<file path="src/rtl/fetch_unit.sv">
// fetch_unit: instruction-fetch stage feeding decode/CU.
// Holds the PC, issues single-outstanding word requests to instruction
// memory, buffers returned words with their PC in a small FIFO and
// presents the head through a valid/ready handshake. Supports redirect
// with flush and a sticky halt.
//
// Ports:
//   clk, rst_n                 clock, async active-low reset
//   imem_req/addr/gnt          request channel (transfer on req && gnt)
//   imem_rvalid/rdata          in-order response, one per accepted request
//   inst_valid/inst/inst_pc    buffer head towards decode
//   inst_ready                 downstream pop strobe
//   redirect_valid/pc          branch/jump redirect, flushes the buffer
//   halt_req / halted          enter sticky halt / halt status
//
// Optional build macro FETCH_PERF_EN adds saturating counters
// perf_fetched (buffered words) and perf_stall (empty, non-halted cycles).

module fetch_unit #(
    parameter int unsigned        ADDR_W     = 32,
    parameter logic [ADDR_W-1:0]  RESET_PC   = ADDR_W'(32'h0000_0000),
    parameter int unsigned        IBUF_DEPTH = 2
) (
    input  logic              clk,
    input  logic              rst_n,
    output logic              imem_req,
    output logic [ADDR_W-1:0] imem_addr,
    input  logic              imem_gnt,
    input  logic              imem_rvalid,
    input  logic [31:0]       imem_rdata,
    output logic              inst_valid,
    output logic [31:0]       inst,
    output logic [ADDR_W-1:0] inst_pc,
    input  logic              inst_ready,
    input  logic              redirect_valid,
    input  logic [ADDR_W-1:0] redirect_pc,
    input  logic              halt_req,
    output logic              halted
`ifdef FETCH_PERF_EN
   ,output logic [31:0]       perf_fetched,
    output logic [31:0]       perf_stall
`endif
);

    localparam int unsigned PTR_W = (IBUF_DEPTH > 2) ? 2 : 1;
    localparam int unsigned CNT_W = PTR_W + 1;

    typedef enum logic [1:0] {
        S_FETCH = 2'd0,
        S_WAIT  = 2'd1,
        S_HALT  = 2'd2
    } state_t;

    state_t              state_q, state_d;

    logic [ADDR_W-1:0]   pc_q, pc_d;
    logic [ADDR_W-1:0]   req_addr_q, req_addr_d;
    logic                out_q, out_d;
    logic                drop_q, drop_d;

    logic [PTR_W-1:0]    rd_ptr_q, wr_ptr_q;
    logic [CNT_W-1:0]    cnt_q;
    logic [31:0]         buf_inst_q [IBUF_DEPTH];
    logic [ADDR_W-1:0]   buf_pc_q   [IBUF_DEPTH];

    logic [CNT_W-1:0]    occ;
    logic                can_issue;
    logic                grant;
    logic                full;
    logic                push;
    logic                pop;

    // ------------------------------------------------------------------
    // Handshake decode
    // ------------------------------------------------------------------
    // Outstanding request reserves a buffer slot so a response is never
    // returned into a full buffer.
    assign occ       = cnt_q + CNT_W'(out_q);
    assign can_issue = (state_q == S_FETCH) && (occ < CNT_W'(IBUF_DEPTH));
    assign grant     = imem_req && imem_gnt;
    assign full      = (cnt_q == CNT_W'(IBUF_DEPTH));

    assign inst_valid = (cnt_q != '0);

    // Redirect cancels any same-cycle buffer traffic.
    assign pop  = inst_valid && inst_ready && !redirect_valid;
    assign push = imem_rvalid && !drop_q && !redirect_valid &&
                  (!full || pop);

    assign inst    = inst_valid ? buf_inst_q[rd_ptr_q] : '0;
    assign inst_pc = inst_valid ? buf_pc_q[rd_ptr_q]   : '0;

    assign imem_addr = pc_q;

    // ------------------------------------------------------------------
    // FSM: state register
    // ------------------------------------------------------------------
    always_ff @(posedge clk or negedge rst_n) begin
        if (!rst_n) begin
            state_q <= S_FETCH;
        end else begin
            state_q <= state_d;
        end
    end

    // ------------------------------------------------------------------
    // FSM: next state
    // ------------------------------------------------------------------
    always_comb begin
        state_d = state_q;
        if (redirect_valid) begin
            state_d = out_d ? S_WAIT : S_FETCH;
        end else begin
            unique case (state_q)
                S_FETCH: begin
                    if (halt_req) begin
                        state_d = S_HALT;
                    end else if (grant) begin
                        state_d = S_WAIT;
                    end
                end
                S_WAIT: begin
                    if (halt_req) begin
                        state_d = S_HALT;
                    end else if (imem_rvalid) begin
                        state_d = S_FETCH;
                    end
                end
                S_HALT: begin
                    state_d = S_HALT;
                end
                default: begin
                    state_d = S_FETCH;
                end
            endcase
        end
    end

    // ------------------------------------------------------------------
    // FSM: outputs
    // ------------------------------------------------------------------
    // Request is held low while reset is asserted even though the state
    // register already sits in FETCH.
    always_comb begin
        imem_req = rst_n && can_issue;
        halted   = (state_q == S_HALT);
    end

    // ------------------------------------------------------------------
    // PC / request tracking next state
    // ------------------------------------------------------------------
    always_comb begin
        out_d = out_q;
        if (imem_rvalid) begin
            out_d = 1'b0;
        end
        if (grant) begin
            out_d = 1'b1;
        end
    end

    always_comb begin
        drop_d = drop_q;
        if (redirect_valid) begin
            // Whatever is still in flight after this edge belongs to the
            // old path, including a request granted this very cycle.
            drop_d = out_d;
        end else if (imem_rvalid) begin
            drop_d = 1'b0;
        end
    end

    always_comb begin
        pc_d       = pc_q;
        req_addr_d = req_addr_q;
        if (grant) begin
            req_addr_d = pc_q;
        end
        if (redirect_valid) begin
            pc_d = redirect_pc & ~ADDR_W'(3);
        end else if (grant) begin
            pc_d = pc_q + ADDR_W'(4);
        end
    end

    always_ff @(posedge clk or negedge rst_n) begin
        if (!rst_n) begin
            pc_q       <= RESET_PC;
            req_addr_q <= '0;
            out_q      <= 1'b0;
            drop_q     <= 1'b0;
        end else begin
            pc_q       <= pc_d;
            req_addr_q <= req_addr_d;
            out_q      <= out_d;
            drop_q     <= drop_d;
        end
    end

    // ------------------------------------------------------------------
    // Instruction buffer (circular FIFO)
    // ------------------------------------------------------------------
    always_ff @(posedge clk or negedge rst_n) begin
        if (!rst_n) begin
            rd_ptr_q <= '0;
            wr_ptr_q <= '0;
            cnt_q    <= '0;
        end else if (redirect_valid) begin
            rd_ptr_q <= '0;
            wr_ptr_q <= '0;
            cnt_q    <= '0;
        end else begin
            if (push) begin
                wr_ptr_q <= wr_ptr_q + PTR_W'(1);
            end
            if (pop) begin
                rd_ptr_q <= rd_ptr_q + PTR_W'(1);
            end
            cnt_q <= cnt_q + CNT_W'(push) - CNT_W'(pop);
        end
    end

    always_ff @(posedge clk or negedge rst_n) begin
        if (!rst_n) begin
            for (int i = 0; i < int'(IBUF_DEPTH); i++) begin
                buf_inst_q[i] <= '0;
                buf_pc_q[i]   <= '0;
            end
        end else if (push) begin
            buf_inst_q[wr_ptr_q] <= imem_rdata;
            buf_pc_q[wr_ptr_q]   <= req_addr_q;
        end
    end

`ifdef FETCH_PERF_EN
    // ------------------------------------------------------------------
    // Performance counters (saturating, survive redirect)
    // ------------------------------------------------------------------
    logic [31:0] perf_fetched_q;
    logic [31:0] perf_stall_q;

    always_ff @(posedge clk or negedge rst_n) begin
        if (!rst_n) begin
            perf_fetched_q <= '0;
            perf_stall_q   <= '0;
        end else begin
            if (push && (perf_fetched_q != 32'hFFFF_FFFF)) begin
                perf_fetched_q <= perf_fetched_q + 32'd1;
            end
            if (!inst_valid && !halted &&
                (perf_stall_q != 32'hFFFF_FFFF)) begin
                perf_stall_q <= perf_stall_q + 32'd1;
            end
        end
    end

    assign perf_fetched = perf_fetched_q;
    assign perf_stall   = perf_stall_q;
`endif

endmodule

</file>
<file path="config.mk">
export PLATFORM = sky130hd
export DESIGN_NAME = fetch_unit
export DESIGN_NICKNAME = d
export VERILOG_FILES = /design/src/rtl/fetch_unit.sv
export SDC_FILE = /design/constraint.sdc
export NUM_CORES = 1
export LEC_CHECK = 0
export CAP_MARGIN = 0
export CORE_MARGIN = 3
export CORE_UTILIZATION = 50
export DETAILED_ROUTE_END_ITERATION = 6
export PLACE_DENSITY = 0.77
export SYNTH_ARGS = -nofsm -noshare
export SYNTH_HDL_FRONTEND = slang
export SYNTH_SLANG_ARGS = --single-unit
</file>
<file path="constraint.sdc">
create_clock -name clk -period 2.6 [get_ports clk]
set_input_delay 0.65 -clock clk [delete_from_list [all_inputs] [get_ports clk]]
set_output_delay 0.65 -clock clk [all_outputs]
set_load 0.01 [all_outputs]
</file>
# Word level (Yosys, flattened, before mapping)
# Cells that the tools add are included.
# op_classes
n_addsub	6
n_lt_le_gt_ge	4
n_eq_ne	5
muxes	30
bitwise_logic	2
n_reduce_logical	20
# ops
operator	count
32-bit two-way mux	11
64-bit bitwise mux	2
32-bit by 3-bit adder with 32-bit output (second input constant)	1
32-bit demux with 1-bit select	1
2-bit two-way mux	6
2-bit nonzero test	5
1-bit logical AND	9
1-bit two-way mux	9
4-bit != test (second input constant)	2
2-bit case mux with 3 select lines	1
2-bit by 1-bit adder with 2-bit output	2
2-bit == test (second input constant)	2
2-bit greater-or-equal comparator (second input constant)	2
1-bit NOT with 2-bit output	2
1-bit zero test	3
1-bit adder (second input constant)	2
2-bit by 1-bit == test with 1-bit output (second input constant)	1
2-bit zero test	1
2-bit by 1-bit less-than comparator with 1-bit output (second input constant)	1
2-bit less-than comparator (second input constant)	1
2-bit AND reduction	1
2-bit by 1-bit subtractor with 2-bit output	1
1-bit logical OR	1
# word_totals
reg_bits	200
inputBits	71
out_inout_bits	99
wordCells	79

# Logic depth before layout (Yosys ltp)
# Gate-level depths: netlist of the first run.
# logic_depth
ltp_word	9
depth_mapped	9
depth_no_buf	9

# Least setup slack after synthesis of the first run
# Ideal clock, no wire load.
# synth_timing
kind	register to output
start	register rd_ptr_q
end	output port inst[0]
arrival_time_ps	1370
required_ps	1950
setup_slack_ps	580
stages_incl_launch_ff	5
n_path_buf	2
cell_sequence	dfrtp_1 clkbuf_1 buf_1 mux2i_1 nor2_1
# synth_between
elab_chain_len	5
# synth_rtl
item	line_no	rtl
from (decl)	61	logic [PTR_W-1:0] rd_ptr_q, wr_ptr_q;
from (signal assigned)	217	rd_ptr_q <= rd_ptr_q + PTR_W'(1);
1-bit NOT with 2-bit output (implied by the code)	90	assign inst = inst_valid ? buf_inst_q[rd_ptr_q] : '0;
32-bit two-way mux (implied by the code) (3 in a row)	90	
32-bit two-way mux	90	
to (decl)	32	output logic [31:0] inst,
# Every way passes these cells. The select of a mux whose other input is x is not followed.

# Worst setup path after layout of the first run
# layout_timing
start	register rd_ptr_q
end	output port inst[9]
# Same word-level chain as after synthesis.

==> flow_metrics.env, run 1 <==
export IMPL_crit_slowest_cell="dfrtp_4"
export IMPL_vias=6068
export IMPL_wire_per_inst_um=16.0
export IMPL_dieArea_mm2=0.0194
export IMPL_synth_edf_count=0
export IMPL_yosysSeqAreaShare_pct=54.1
export IMPL_drv_slew=0
export IMPL_crit_path_end_kind="primary output"
export IMPL_drt_iter0_drc=251
export IMPL_reg2reg_slack_ps=640
export IMPL_skew_ps=6.73
export IMPL_crit_chain="buf_4 > buf_12 > mux2i_1 > nor2_1 > dlygate4sd2_1"
export IMPL_route_detailed_drc=0
export IMPL_cp_required_ps=1950
export IMPL_finalWeightedCongestion=0.804
export IMPL_root_buffer="clkbuf_16"
export IMPL_leakagePower_nw=5.39
export IMPL_cts_reportedPaths_clkPinSlew_ps=70
export IMPL_first_global_vias=6423
export IMPL_rr_endpoint="imem_addr[31]$_DFFE_PN0P_"
export IMPL_synth_avg_cell_area_um2=11.6
export IMPL_io_buffers=163
export IMPL_dieHeight_um=139
export IMPL_postCtsHoldBufs=0
export IMPL_place_hpwl_um=12600
export IMPL_synthFlopType="dfrtp_1"
export IMPL_cp_top_family="buffers and inverters"
export IMPL_tightestPinTransition_ps=1020
export IMPL_h_tree_depth=4
export IMPL_async_flop_share_pct=100
export IMPL_numCtsBuffers=17
export IMPL_rsz0062_at_grt="no"
export IMPL_die_w_um=139
export IMPL_ir_drop_mv=0.550
export IMPL_path_class="flip-flop to primary output"
export IMPL_fin_total_pwr_w=0.0104
export IMPL_grt_antenna_before_repair=0
export IMPL_drt_wl_total_um=18600
export IMPL_ff2ff_path_depth=5
export IMPL_ys_warnings_count=0
export IMPL_critPathLaunchType="flip-flop"
export IMPL_slew_headroom_pct=32.1
export IMPL_synthCells=768
export IMPL_ys_ff_latch=192
export IMPL_whs_ps=30.1
export IMPL_syn_area_mm2=0.00889
export IMPL_period_minus_slack_ps=2490
export IMPL_max_clock_freq_ghz=0.402
export IMPL_grt_pass1_wl_um=32000
export IMPL_ioPinCount=170
export IMPL_clockBufferDepth=2
export IMPL_drive_gt1_share_pct=20.7
export IMPL_drt_first_pass_iters=4
export IMPL_final_nets=1004
export IMPL_synthDistinctLibCells=44
export IMPL_worstPathArrival_ps=1840
export IMPL_grt_max_degree=107
export IMPL_cts_num_sinks=192
export IMPL_power_density_mw_per_mm2=902
export IMPL_ant_nets=0
export IMPL_cts_tree="yes"
export IMPL_worstSkewPairLatency_ps=420
export IMPL_path_buf_inv=3
export IMPL_avgViaCountPerCell=5.19
export IMPL_finalHoldViolations=0
export IMPL_core_area_mm2=0.0174
export IMPL_rows=48
export IMPL_finalSetupViolations=0
export IMPL_slowest_delay_ps=530
export IMPL_start_util_pct=51.2
export IMPL_period_share_pct=95.7
export IMPL_worstHoldPathType="input pin to async pin"
export IMPL_fin_tns_setup_ps=0
export IMPL_area_delta_synth_final_pct=29.8
export IMPL_maxCapViolations=0
export IMPL_r2r_start="imem_addr[9]$_DFFE_PN0P_"
export IMPL_worstPathMaxFanout=25
export IMPL_grtUsageTotal_pct=20.1
export IMPL_grt_ovfl_total=0
export IMPL_status="finished, final reports clean"
## per-layer routing
| metal | vias to the layer above | GRT usage (%) | part of all wire, % |
|---|---|---|---|
| li1 | 2937 | - | - |
| met1 | 2961 | 27.9 | 47 |
| met2 | 147 | 32.0 | 47 |
| met3 | 23 | 4.40 | 4.5 |
| met4 | 0 | 5.92 | 1.6 |
| met5 | - | 0 | 0 |
## flip-flops by register name, summed over array words and instances (netlist names)
signal      count
buf_inst_q     64
buf_pc_q       60
cnt_q           2
drop_q          1
imem_addr      30
out_q           1
rd_ptr_q        1
req_addr_q     30
state_q         2
wr_ptr_q        1
## synthesized netlist by cell type (3+ instances only)
cell      instances  share of area [%]
nand2_1         121                5.1
xnor2_1          27                2.7
nor4_4            4               0.96
nor2b_1           4               0.28
nor3_1            9               0.51
buf_2            22                1.2
buf_1             3               0.13
nor4_2            3               0.42
inv_1             8               0.34
o21ai_1          21                1.2
nand4_1           5               0.35
mux2_1           12                1.5
nor2_1           74                3.1
and3_1            4               0.28
nand3_1           7               0.39
mux2_2          113                 14
and4_1            6               0.59
dfrtp_1         192                 54
ha_1              3               0.42
clkbuf_1         19               0.80
o21ai_0          15               0.84
xor2_1            4               0.39
mux2i_1          64                7.2
buf_4             5               0.42
## how the worst max path moves through the flow
| stage | start | endpoint | cells past startpoint |
|---|---|---|---|
| 5_1_grt | rd_ptr_q$_DFFE_PN0P_ | inst[10] | 5 |
| 2_1_floorplan | rd_ptr_q$_DFFE_PN0P_ | inst[0] | 4 |
| 6_report | rd_ptr_q$_DFFE_PN0P_ | inst[9] | 5 |
| 3_3_place_gp | imem_gnt | imem_addr[30]$_DFFE_PN0P_ | 7 |
| 4_1_cts | rd_ptr_q$_DFFE_PN0P_ | inst_pc[3] | 4 |
| 3_5_place_dp | inst_ready | buf_inst_q[59]$_DFFE_PN0P_ | 7 |
## final cells by class
cell class                 instances  area [um2]
antenna                            1        2.50
fill                            1363        5820
clock buffer                      18         439
multi-input combinational        521        3840
sequential                       192        4810
timing repair buffer             190        1940
clock inverter                    14         204
inverter                           8        30.0
tap                              225         282
## timing repair
item / 4_1_cts / 5_1_grt
pin swaps: 1 / 0
endpoints found under the setup margin: 63 / 15
resized for setup: 49 / 16
setup buffers: 5 / 1
## logic make-up after synthesis
group | after synthesis | synth area share [%]
AND/OR/NAND/NOR | 248 | 13.4
flip-flops | 192 | 54.1
multiplexers | 189 | 23.0
buffers and inverters | 58 | 3.05
AO/OA/AOI/OAI | 46 | 2.96
XOR/XNOR | 31 | 3.05
adder cells (fa/ha/maj) | 3 | 0.422
other | 1 | 0.0422
## power breakdown
group	switching (W)	internal [W]	total (W)
Sequential	0.000638	0.00407	0.00470
Combinational	0.00124	0.00167	0.00291
Clock	0.00114	0.00166	0.00279
Total	0.00302	0.00739	0.0104
## layout by cell type, fill, tap and decap left out, types with 2 or more instances in the layout
master / count
dlymetal6s2s_1: 14
nor3_1: 9
nor4_2: 3
o21ai_0: 15
clkbuf_8: 2
nand4_1: 5
and3_1: 4
mux2_2: 113
nor2_1: 73
inv_1: 8
nand2_1: 121
buf_12: 10
xor2_1: 4
bufinv_16: 4
clkbuf_16: 17
mux2i_1: 64
dfrtp_1: 189
nor2b_1: 4
inv_6: 4
nor3b_2: 2
and4_1: 6
a21oi_1: 2
dfrtp_2: 2
nor2_4: 2
clkdlybuf4s50_1: 99
conb_1: 4
nor3_2: 2
mux2_1: 12
xnor2_1: 27
clkinv_4: 2
nor4_4: 4
o21ai_1: 21
nand3_1: 7
buf_4: 16
clkinvlp_4: 2
dlygate4sd2_1: 48
ha_1: 3
## per-stage QoR
step | utilization, % | instances | instance area (um2) | worst slack [ps]
3_5_place_dp | 62.6 | 1130 | 10900 | 157
5_1_grt | 66.5 | 1168 | 11500 | 2.94
6_report | 66.5 | 1169 | 11500 | 112
3_3_place_gp | 62.6 | 1130 | 10900 | 220
4_1_cts | 66.2 | 1167 | 11500 | -3.54
2_1_floorplan | - | 771 | 8900 | 580
Note: power is estimated with default switching activity, not from simulation.
==> run 2: changes to the inputs <==
CELL_PAD_IN_SITES_DETAIL_PLACEMENT = 0   (was default)
CELL_PAD_IN_SITES_GLOBAL_PLACEMENT = 2   (was default)
CORE_UTILIZATION = 37   (was 50)
PLACE_DENSITY = default   (was 0.77)
PLACE_DENSITY_LB_ADDON = 0.1   (was default)
==> run 2 against run 1 <==
Against the previous run: clock power is 7.5% lower; combinational power is essentially flat; worst setup slack lost 32 ps; final cell count grew 8.1%; register-to-register slack about the same; clock-buffer cell count is the same; hold slack better by 390 ps; non-clock buffer count is 2 higher; maximum frequency is 1.3% lower; cell area is 0.21% higher; critical endpoint is now inst_pc[4].
==> flow_metrics.env, run 2 (same netlist as run 1, synthesis figures left out) <==
export IMPL_grt_antenna_before_repair=0
export IMPL_period_share_pct=96.9
export IMPL_critPathLaunchType="flip-flop"
export IMPL_grt_met2_usage_pct=26.4
export IMPL_place_hpwl_um=14400
export IMPL_drt_first_pass_iters=4
export IMPL_finalSetupViolations=0
export IMPL_die_w_um=161
export IMPL_rsz0062_at_grt="no"
export IMPL_skew_ps=14.5
export IMPL_drt_iter0_drc=230
export IMPL_fin_total_pwr_w=0.0102
export IMPL_pre_cts_ws_ps=66.8
export IMPL_worstPathArrival_ps=1870
export IMPL_ioPinCount=170
export IMPL_first_global_vias=6536
export IMPL_numCtsBuffers=17
export IMPL_worstPathMaxFanout=8
export IMPL_root_buffer="clkbuf_16"
export IMPL_start_util_pct=37.8
export IMPL_vias=6082
export IMPL_setup_ws_ps=79.4
export IMPL_final_cell_mix="189 x dfrtp_1, 121 x nand2_1, 113 x mux2_2, 102 x clkdlybuf4s50_1, 73 x nor2_1"
export IMPL_drive_gt1_share_pct=20.8
export IMPL_io_buffers=163
export IMPL_grt_max_degree=70
export IMPL_leakagePower_nw=5.18
export IMPL_grt_met3_usage_pct=3.92
export IMPL_tightestPinTransition_ps=873
export IMPL_regMostFlops="buf_inst_q"
export IMPL_cts_tree="yes"
export IMPL_max_clock_freq_ghz=0.397
export IMPL_maxCapViolations=0
export IMPL_worstHoldPathType="input pin to async pin"
export IMPL_largest_register_ffs=64
export IMPL_status="finished, final reports clean"
export IMPL_ff2ff_path_depth=10
export IMPL_ir_drop_mv=0.378
export IMPL_clockBufferDepth=2
export IMPL_layout_commonest_cell="dfrtp_1"
export IMPL_core_area_mm2=0.0235
export IMPL_power_density_mw_per_mm2=879
export IMPL_crit_path_end_kind="primary output"
export IMPL_top_regs="buf_inst_q x64, buf_pc_q x60"
export IMPL_cts_num_sinks=192
export IMPL_diodes=0
export IMPL_path_class="flip-flop to primary output"
export IMPL_ant_nets=0
export IMPL_area_delta_synth_final_pct=30.1
export IMPL_period_minus_slack_ps=2520
export IMPL_slew_headroom_pct=41.8
export IMPL_route_detailed_drc=0
export IMPL_finalHoldViolations=0
export IMPL_drv_slew=0
export IMPL_finalWeightedCongestion=0.781
export IMPL_final_nets=1006
export IMPL_grt_ovfl_total=0
export IMPL_rows=56
export IMPL_cp_required_ps=1950
export IMPL_grtUsageTotal_pct=16.7
export IMPL_nFillCells=2184
export IMPL_grt_pass1_wl_um=34900
export IMPL_h_tree_depth=4
export IMPL_wire_per_inst_um=16.5
export IMPL_dieArea_mm2=0.0259
export IMPL_busiest_layer="met2"
export IMPL_avgViaCountPerCell=4.81
export IMPL_drt_wl_total_um=20900
export IMPL_worstSkewPairLatency_ps=430
export IMPL_cts_reportedPaths_clkPinSlew_ps=70
export IMPL_dieHeight_um=161
export IMPL_use_met1_pct=23.5
==> run 2: changes by cell type in the layout (fill, tap and decap cells not counted) <==
cell,change
dlymetal6s2s_1,-14
dlygate4sd2_1,+11
bufinv_16,-3
clkdlybuf4s50_1,+3
clkinv_4,+3
buf_4,+2
inv_8,+2
clkinvlp_4,-1
diode_2,-1
inv_6,-1
==> run 2: worst paths after layout <==
path	startpoint	to	slack, ps
min	rst_n	buf_inst_q[47]$_DFFE_PN0P_	420
min in group clk	buf_inst_q[46]$_DFFE_PN0P_	buf_inst_q[46]$_DFFE_PN0P_	490
max	rd_ptr_q$_DFFE_PN0P_	inst_pc[4]	80
min reg2reg	buf_inst_q[46]$_DFFE_PN0P_	buf_inst_q[46]$_DFFE_PN0P_	490
max in group asynchronous	rst_n	buf_pc_q[23]$_DFFE_PN0P_	720
max reg2reg	cnt_q[1]$_DFF_PN0_	cnt_q[1]$_DFF_PN0_	640
==> run 2: report_power, final <==
part / internal [W] / switching (W) / leakage (nW) / total [W]
logic: 0.00162 / 0.00127 / 2.52 / 0.00289
clock network: 0.00138 / 0.00120 / 0.287 / 0.00258
registers: 0.00406 / 0.000627 / 2.37 / 0.00469
==> run 2: repair_timing <==
| action | 4_1_cts | 5_1_grt |
|---|---|---|
| resized for setup | 65 | 0 |
| endpoints found under the setup margin | 62 | 3 |
| buffers inserted | 4 | 2 |
| hold buffers | 0 | 0 |
| pin swaps | 0 | 0 |
| cloned | 0 | 0 |
==> run 2: final cells by class <==
cell class | instances | area [um2] | share of cell area, %
Clock buffer | 18 | 439 | 3.80
Clock inverter | 14 | 146 | 1.27
Inverter | 8 | 30.0 | 0.260
Timing Repair Buffer | 192 | 1900 | 16.5
Tap cell | 319 | 399 | 3.45
Multi-Input combinational cell | 521 | 3840 | 33.2
Sequential cell | 192 | 4810 | 41.6
==> run 2: per-layer routing <==
metal,up-vias,share of wire (%)
li1,2936,-
met1,2977,49
met2,149,45
met3,20,4.9
met4,0,1.2
met5,-,0
==> run 2: critical path: stages, from the launching register on <==
cell and delay (ps):
dfrtp_4 530, buf_6 170, mux2i_1 120, nor2_1 90, clkdlybuf4s50_1 540
==> run 2: per-stage QoR <==
step | area (um2) | TNS, ps | util, % | std cells | hold WS, ps
floorplan | 8900 | 0 | - | 771 | 354
global placement | 11000 | 0 | 46.6 | 1226 | 466
detailed placement | 11000 | 0 | 46.6 | 1226 | 479
CTS | 11500 | -11.6 | 49.0 | 1262 | 449
global route | 11600 | 0 | 49.1 | 1264 | 479
finish | 11600 | 0 | 49.1 | 1264 | 425
